## config.mk

```make
export PLATFORM = sky130hd
export DESIGN_NAME = mac_multi
export DESIGN_NICKNAME = d
export VERILOG_FILES = /design/src/rtl/mac_multi.sv
export SDC_FILE = /design/constraint.sdc
export NUM_CORES = 2
export LEC_CHECK = 0
export ABC_AREA = 0
export CAP_MARGIN = 20
export CORE_AREA = 2 2 394 201
export CTS_CLUSTER_SIZE = 14
export DETAILED_ROUTE_END_ITERATION = 16
export DIE_AREA = 0 0 396 203
export GPL_ROUTABILITY_DRIVEN = 0
export PLACE_DENSITY = 0.84
export RECOVER_POWER = 50
export SLEW_MARGIN = 10
export SYNTH_ARGS = -nofsm -noshare
export SYNTH_HDL_FRONTEND = slang
export SYNTH_SLANG_ARGS = --single-unit
```

## constraint.sdc

```tcl
create_clock -name clk -period 7.87 [get_ports clk]
set_clock_uncertainty 0.1 [all_clocks]
set_input_delay 0.787 -clock clk [delete_from_list [all_inputs] [get_ports clk]]
set_output_delay 0.787 -clock clk [all_outputs]
set_load 0.005 [all_outputs]
```

## src/rtl/mac_multi.sv

```systemverilog
// mac_multi: multi-channel multiply-accumulate with frame tags.
// The channels share one coefficient stream and one set of tags.
// Each frame result is rounded, shifted and saturated to OWIDTH bits.

// mac_lane: one channel. It holds the product register, the accumulator
// and the saturated output register.
module mac_lane #(
  parameter int DWIDTH = 24,
  parameter int CWIDTH = 18,
  parameter int GUARD  = 4,
  parameter int OWIDTH = 24,
  parameter int OSHIFT = 17
) (
  input  logic              clk,
  input  logic              reset_n,
  input  logic [DWIDTH-1:0] data,
  input  logic [CWIDTH-1:0] coef,
  input  logic              cap,      // accepted tap: capture the product
  input  logic              acc_en,   // stage-2 tap valid
  input  logic              acc_fst,  // stage-2 tap opens a frame
  input  logic              out_en,   // stage-2 tap closed a frame
  output logic [OWIDTH-1:0] out_data,
  output logic              out_ovf
);
  localparam int PW = DWIDTH + CWIDTH;
  localparam int AW = PW + GUARD;
  localparam int RW = AW + 1;  // one spare bit so the rounding add cannot wrap

  localparam logic signed [RW-1:0] ONE  = {{(RW-1){1'b0}}, 1'b1};
  localparam logic signed [RW-1:0] RND  = (ONE << OSHIFT) >> 1;  // 0 when OSHIFT == 0
  localparam logic signed [RW-1:0] OMAX = (ONE << (OWIDTH-1)) - ONE;
  localparam logic signed [RW-1:0] OMIN = ~OMAX;

  logic signed [PW-1:0] d_x, c_x, prod;
  logic signed [AW-1:0] prod_x, acc;
  logic signed [RW-1:0] rnd, shf;
  logic [OWIDTH-1:0]    sat_d;
  logic                 sat_o;

  // Sign-extend both operands to the full product width so the multiply
  // is exact in PW bits.
  assign d_x    = {{CWIDTH{data[DWIDTH-1]}}, data};
  assign c_x    = {{DWIDTH{coef[CWIDTH-1]}}, coef};
  assign prod_x = {{GUARD{prod[PW-1]}}, prod};

  // Stage 1: register the full-precision product.
  always_ff @(posedge clk or negedge reset_n) begin
    if (!reset_n)  prod <= '0;
    else if (cap)  prod <= d_x * c_x;
  end

  // Stage 2: a first tag restarts the sum. Any other valid tap adds to it,
  // and overflow wraps.
  always_ff @(posedge clk or negedge reset_n) begin
    if (!reset_n)     acc <= '0;
    else if (acc_en)  acc <= acc_fst ? prod_x : acc + prod_x;
  end

  // Round half up, arithmetic shift, then clamp to the output range.
  always_comb begin
    rnd   = {acc[AW-1], acc} + RND;
    shf   = rnd >>> OSHIFT;
    sat_d = shf[OWIDTH-1:0];
    sat_o = 1'b0;
    if (shf > OMAX) begin
      sat_d = OMAX[OWIDTH-1:0];
      sat_o = 1'b1;
    end else if (shf < OMIN) begin
      sat_d = OMIN[OWIDTH-1:0];
      sat_o = 1'b1;
    end
  end

  // Stage 3: capture the frame result. It holds until the next frame ends.
  // The accumulator is sampled before a following first tag overwrites it.
  always_ff @(posedge clk or negedge reset_n) begin
    if (!reset_n) begin
      out_data <= '0;
      out_ovf  <= 1'b0;
    end else if (out_en) begin
      out_data <= sat_d;
      out_ovf  <= sat_o;
    end
  end
endmodule

// mac_multi: shared tag pipeline plus NCH independent lanes.
module mac_multi #(
  parameter int NCH    = 2,
  parameter int DWIDTH = 24,
  parameter int CWIDTH = 18,
  parameter int GUARD  = 4,
  parameter int OWIDTH = 24,
  parameter int OSHIFT = 17
) (
  input  logic                    clk,
  input  logic                    reset_n,
  input  logic                    in_valid,
  input  logic                    in_first,
  input  logic                    in_last,
  input  logic [NCH*DWIDTH-1:0]   data_in,
  input  logic [CWIDTH-1:0]       coef_in,
  output logic                    out_valid,
  output logic [NCH*OWIDTH-1:0]   out_data,
  output logic [NCH-1:0]          out_ovf
);
  localparam int STAGES = 3;

  logic [NCH-1:0][DWIDTH-1:0] data_v;
  logic [NCH-1:0][OWIDTH-1:0] odat_v;
  logic [STAGES:0]            vld_pipe;  // frame-end tag travelling to the output
  logic                       tap_v1, tap_f1;

  assign data_v      = data_in;
  assign out_data    = odat_v;
  assign vld_pipe[0] = in_valid & in_last;
  assign out_valid   = vld_pipe[STAGES];

  // Tag pipeline. Tags count only on accepted taps. The last tag is shifted
  // through to become the output strobe.
  always_ff @(posedge clk or negedge reset_n) begin
    if (!reset_n) begin
      vld_pipe[STAGES:1] <= '0;
      tap_v1             <= 1'b0;
      tap_f1             <= 1'b0;
    end else begin
      vld_pipe[STAGES:1] <= vld_pipe[STAGES-1:0];
      tap_v1             <= in_valid;
      tap_f1             <= in_valid & in_first;
    end
  end

  for (genvar i = 0; i < NCH; i++) begin : g_lane
    mac_lane #(
      .DWIDTH(DWIDTH), .CWIDTH(CWIDTH), .GUARD(GUARD),
      .OWIDTH(OWIDTH), .OSHIFT(OSHIFT)
    ) u_lane (
      .clk     (clk),
      .reset_n (reset_n),
      .data    (data_v[i]),
      .coef    (coef_in),
      .cap     (in_valid),
      .acc_en  (tap_v1),
      .acc_fst (tap_f1),
      .out_en  (vld_pipe[2]),
      .out_data(odat_v[i]),
      .out_ovf (out_ovf[i])
    );
  end
endmodule

```

* After elaboration in Yosys (flattened, before gate mapping) *
Index checks and enable logic that the tools add are counted.

storage, ports and cells
  flip-flop bits (word level) = 231
  input port bits = 71
  logic and storage cells = 33

cells by class
  add/subtract/negate cells = 4
  $mul = 2
  $lt $le $gt $ge = 4
  muxes and demuxes = 10
  bitwise gates (word level) = 2

operators with widths
  operator                count
  $mux 24                 4
  $add 46x18->47 const B  2
  $add 46x42->46          2
  $mux 46                 2
  $mul 24x18->42          2
  $gt 30x24->1 const B    2
  $lt 30x24->1 const B    2
  $mux 1                  4
  $and 1x1->1             2

* Longest topological paths before layout *
  depth after elaboration = 4
  depth in mapped cells = 26
  mapped depth without buffers = 24

* By module *
Synthesis repeated with hierarchy kept, for this count alone.

unflattened totals
  cell total of the unflattened synthesis = 5182
  area, all modules = 45946.6 µm²

modules (own cells, without submodules)
  module                       times used  cells each  area an instance (µm²)  seq. area each (µm²)
  mac_lane (g_lane[1].u_lane)  1           2587        23000.8                 2827.7
  mac_lane (g_lane[0].u_lane)  1           2588        22808.1                 2827.7
  mac_multi                    1           7           137.6                   125.1

* Least setup slack after synthesis *
No wires, ideal clock.

  kind = in2reg
  start = in data_in[14]
  end = reg g_lane[0].u_lane.prod[38]
  setup time = 125 ps
  data arrival time = 6830 ps
  data required time = 7645 ps
  setup slack = 815 ps
  stages = 25
  buffers on the path = 2
  cells stage by stage = clkbuf_1 > clkbuf_1 > nand2_1 > fa_1 > inv_1 > fa_1 > inv_1 > fa_1 > inv_1 > fa_1 > fa_1 > inv_1 > fa_1 > inv_1 > ha_1 > a21oi_2 > a21boi_0 > a2111o_1 > o32ai_1 > o21ai_2 > a2111oi_0 > nor2_1 > nor2_1 > xnor2_1 > mux2_2

on the way
  word-level cells in the longest chain between the ends = 1

RTL lines
  item                  line  RTL
  from (decl)           101   input logic [NCH*DWIDTH-1:0] data_in,
  $mul 24x18->42        49    else if (cap) prod <= d_x * c_x;
  to (signal assigned)  49
  to (decl)             34    logic signed [PW-1:0] d_x, c_x, prod;

No other way between the ends.
A chain may end at the register's enable or synchronous reset.

* Worst setup path in the final report *
  start = in data_in[40]
  end = reg g_lane[1].u_lane.prod[41]

on the way
  word-level cells in the longest chain between the ends = 1

RTL lines
  item                  line
  $mul 24x18->42        49
  to (signal assigned)  49
  to (decl)             34

No other way between the ends.

==> summary.txt <==
Run status
  • Outcome: finished with violations
  • Failing checks: max-capacitance violations, max-slew violations

Synthesis
  • Post-synthesis instance area: 45800 µm²
  • Register area share after synthesis: 0.126
  • Syn Inst Count: just over 5000
  • Post-synthesis register bit count: 231
  • Synth Flop Type: dfrtp_1
  • Syn avg cell area: 8.87 µm²
  • Synth unique cells: 97
  • Synth warn: 0
  • Async SR Flop Fraction: 1.00
  • Post-synth EDFFs: 0
  • Syn nets: around 6400

Clock tree
  • # H-tree levels: 1
  • Clk_lat worst skew: 550 ps
  • Reg clk slew, reported paths: 70 ps
  • Number of CTS-inserted buffers: 22
  • CTS root buffer: clkbuf_16
  • Setup repair bufs after CTS: 0
  • CTS hold repair buffers: 0
  • CTS tree: built
  • Post-CTS sizing: 0
  • Clock sink total: approximately 230
  • Clock Path Buffers: 3

Worst setup path
  • CP Cell Sequence: clkdlybuf4s50_1 -> nand2_1 -> fa_1 -> inv_1 -> fa_1 -> fa_1 -> fa_1 -> fa_1 -> inv_1 -> fa_1 -> inv_1 -> ha_1 -> and3_1 -> a221oi_1 -> o31ai_1 -> a22o_1 -> a21oi_1 -> o31ai_1 -> o41a_1 -> a31oi_1 -> xnor2_1 -> a21oi_1
  • Worst reg2reg setup slack: 3330 ps
  • Cells on worst reg2reg path: 4
  • Max incr delay on CP: 870 ps
  • Worst setup path start: data_in[40]
  • Critical path class: in -> reg
  • Top delay family on crit path: adder cells
  • CP max-delay cell: clkdlybuf4s50_1
  • WP data arrival: about 7700 ps
  • Critical R2R Capture: g_lane[0].u_lane.out_data[23]
  • Crit-path most repeated cell: fa_1
  • Reg2reg start: vld_pipe[2]
  • Worst-path maximum fanout: 13
  • Worst path bufs/invs: 4
  • CP endpoint kind: flip-flop
  • Nature of the critical path startpoint: input port
  • Worst EP required: 8130 ps

Placement
  • DP Wirelength: 96300 µm
  • IO Port Bufs: 121

Detailed routing
  • Routed Antenna Nets: 0
  • Vias/cell: ~5.7
  • Initial drt markers: 3492
  • Vias post-DR: 35700
  • Wire per inst: 18.8 µm
  • Final wirelength: 117000 µm
  • DRC violations left: 0
  • DRT Pass-1 Iters: 8

Timing
  • Final slew viol count: roughly 230
  • Setup_tns: 0 ps
  • Tightest Pin Transition: about 5100 ps
  • Period Utilization, post-route: 0.940
  • RSZ-0062 raised after global routing: false
  • Slew HR: -2.41
  • Final Hold Fails: 0
  • Final Setup Violations: 0
  • Fin crit period: 7400 ps
  • Top achievable clock speed: about 140 MHz

GRT
  • Gr ovfl total: 0
  • Antenna violations before repair: 2
  • Largest net degree at the start of global routing: 137
  • Total GRT Usage: 0.302
  • Vias in the first global route: 37700
  • First-pass GRT wire length: 196000 µm

Final layout
  • Most common cell after layout, fill and taps aside: inv_1
  • Fill count: 6048
  • Reg area: about 5800 µm²
  • Most frequent cells in the layout: inv_1, fa_1, nand2_1
  • Area of the multi-input gates: 35100 µm²
  • Nets: 6401
  • Synth-to-Final Area Change: 6.82%
  • Share of layout cells above drive strength 1: 0.0546

Hold path
  • Worst Hold Depth: 0
  • Hold_sp: vld_pipe[1]
  • Hold path endpoint: vld_pipe[2]
  • HP Class: reg -> reg

Floorplan
  • Core Rows: 72
  • Ports: 122
  • Die footprint: roughly 80000 µm²
  • Core area: 76700 µm²
  • Die Width: ~400 µm
  • Die height: 203 µm
  • Starting density of the core: 0.598

Job
  • Number of max-cap violations: 3
[sequential cells by signal (all words and copies together) (netlist names)]
name                    cells
g_lane.u_lane.acc          92
g_lane.u_lane.prod         84
g_lane.u_lane.out_data     48
g_lane.u_lane.out_ovf       2
vld_pipe                    2
out_valid                   1
tap_f1                      1
tap_v1                      1
[worst register-to-register path, delay by kind of cell (launching register included)]
family / cells / cell delay, ps
buffers and inverters: 1 / 2400
and+or+nand+nor: 1 / 800
AOI/OAI and AO/OA: 2 / 790
DFF: 1 / 340
[cell usage after synthesis, types with 30 or more instances]
cell type,count,area [µm²]
inv_1,1046,3930
fa_1,852,17100
nand2_1,659,2470
and2_1,302,1890
ha_1,302,3780
a21oi_1,291,1460
nor2_1,259,972
clkbuf_1,233,875
dfrtp_1,231,5780
xnor2_1,132,1160
o21ai_0,95,475
a21o_1,88,661
xor2_1,72,631
mux2_2,63,709
nand3_1,62,310
nand2b_1,33,206
a31oi_1,31,194
nand4_1,30,188
[per-stage QoR]
stage | cell area, µm² | hold slack, ps | util | cells | setup slack [ps]
floorplan | 45800 | 231 | - | 5169 | 815
global placement | 48200 | 232 | 0.629 | 6188 | 173
detailed placement | 48200 | 250 | 0.629 | 6188 | 22.9
CTS | 49000 | 186 | 0.639 | 6223 | 576
global route | 49000 | 275 | 0.639 | 6224 | 251
finish | 49000 | 264 | 0.639 | 6224 | 472
[logic make-up (layout without fill, tap and decap cells)]
group	Yosys count	after routing	synth area share
other cells	0	1	0
fa+ha+maj	1154	1154	0.455
mux	84	84	0.0201
simple gates	1458	1458	0.150
xor+xnor	204	204	0.0390
buf+inv	1310	1328	0.108
flops	231	231	0.126
compound gates	728	728	0.102
[routing by layer]
layer	track usage	routed length, µm	share of wire	vias up
li1	-	-	-	15900
met1	0.438	50700	0.43	17800
met2	0.463	51000	0.44	1753
met3	0.0806	13100	0.11	179
met4	0.0545	2060	0.018	0
met5	0	0	0	-
[worst max path at each step]
stage               cells after the start                         to
floorplan                              25  g_lane[0].u_lane.prod[38]
global placement                       24  g_lane[0].u_lane.prod[41]
detailed placement                     24  g_lane[0].u_lane.prod[41]
CTS                                    24  g_lane[0].u_lane.prod[41]
global route                           24  g_lane[0].u_lane.prod[40]
finish                                 22  g_lane[1].u_lane.prod[41]
[cell type report]
class	instances	share of cell area
Multi-Input combinational cell	3628	0.717
Antenna cell	1	0.0000511
Inverter	1049	0.0804
Tap cell	1036	0.0265
Timing Repair Buffer	244	0.0432
Clock inverter	5	0.00220
Sequential cell	231	0.118
Clock buffer	30	0.0129
Power is left out: the tool's default activity adds up to more than one toggle a clock period on the data nets, which glitch-free logic cannot reach.
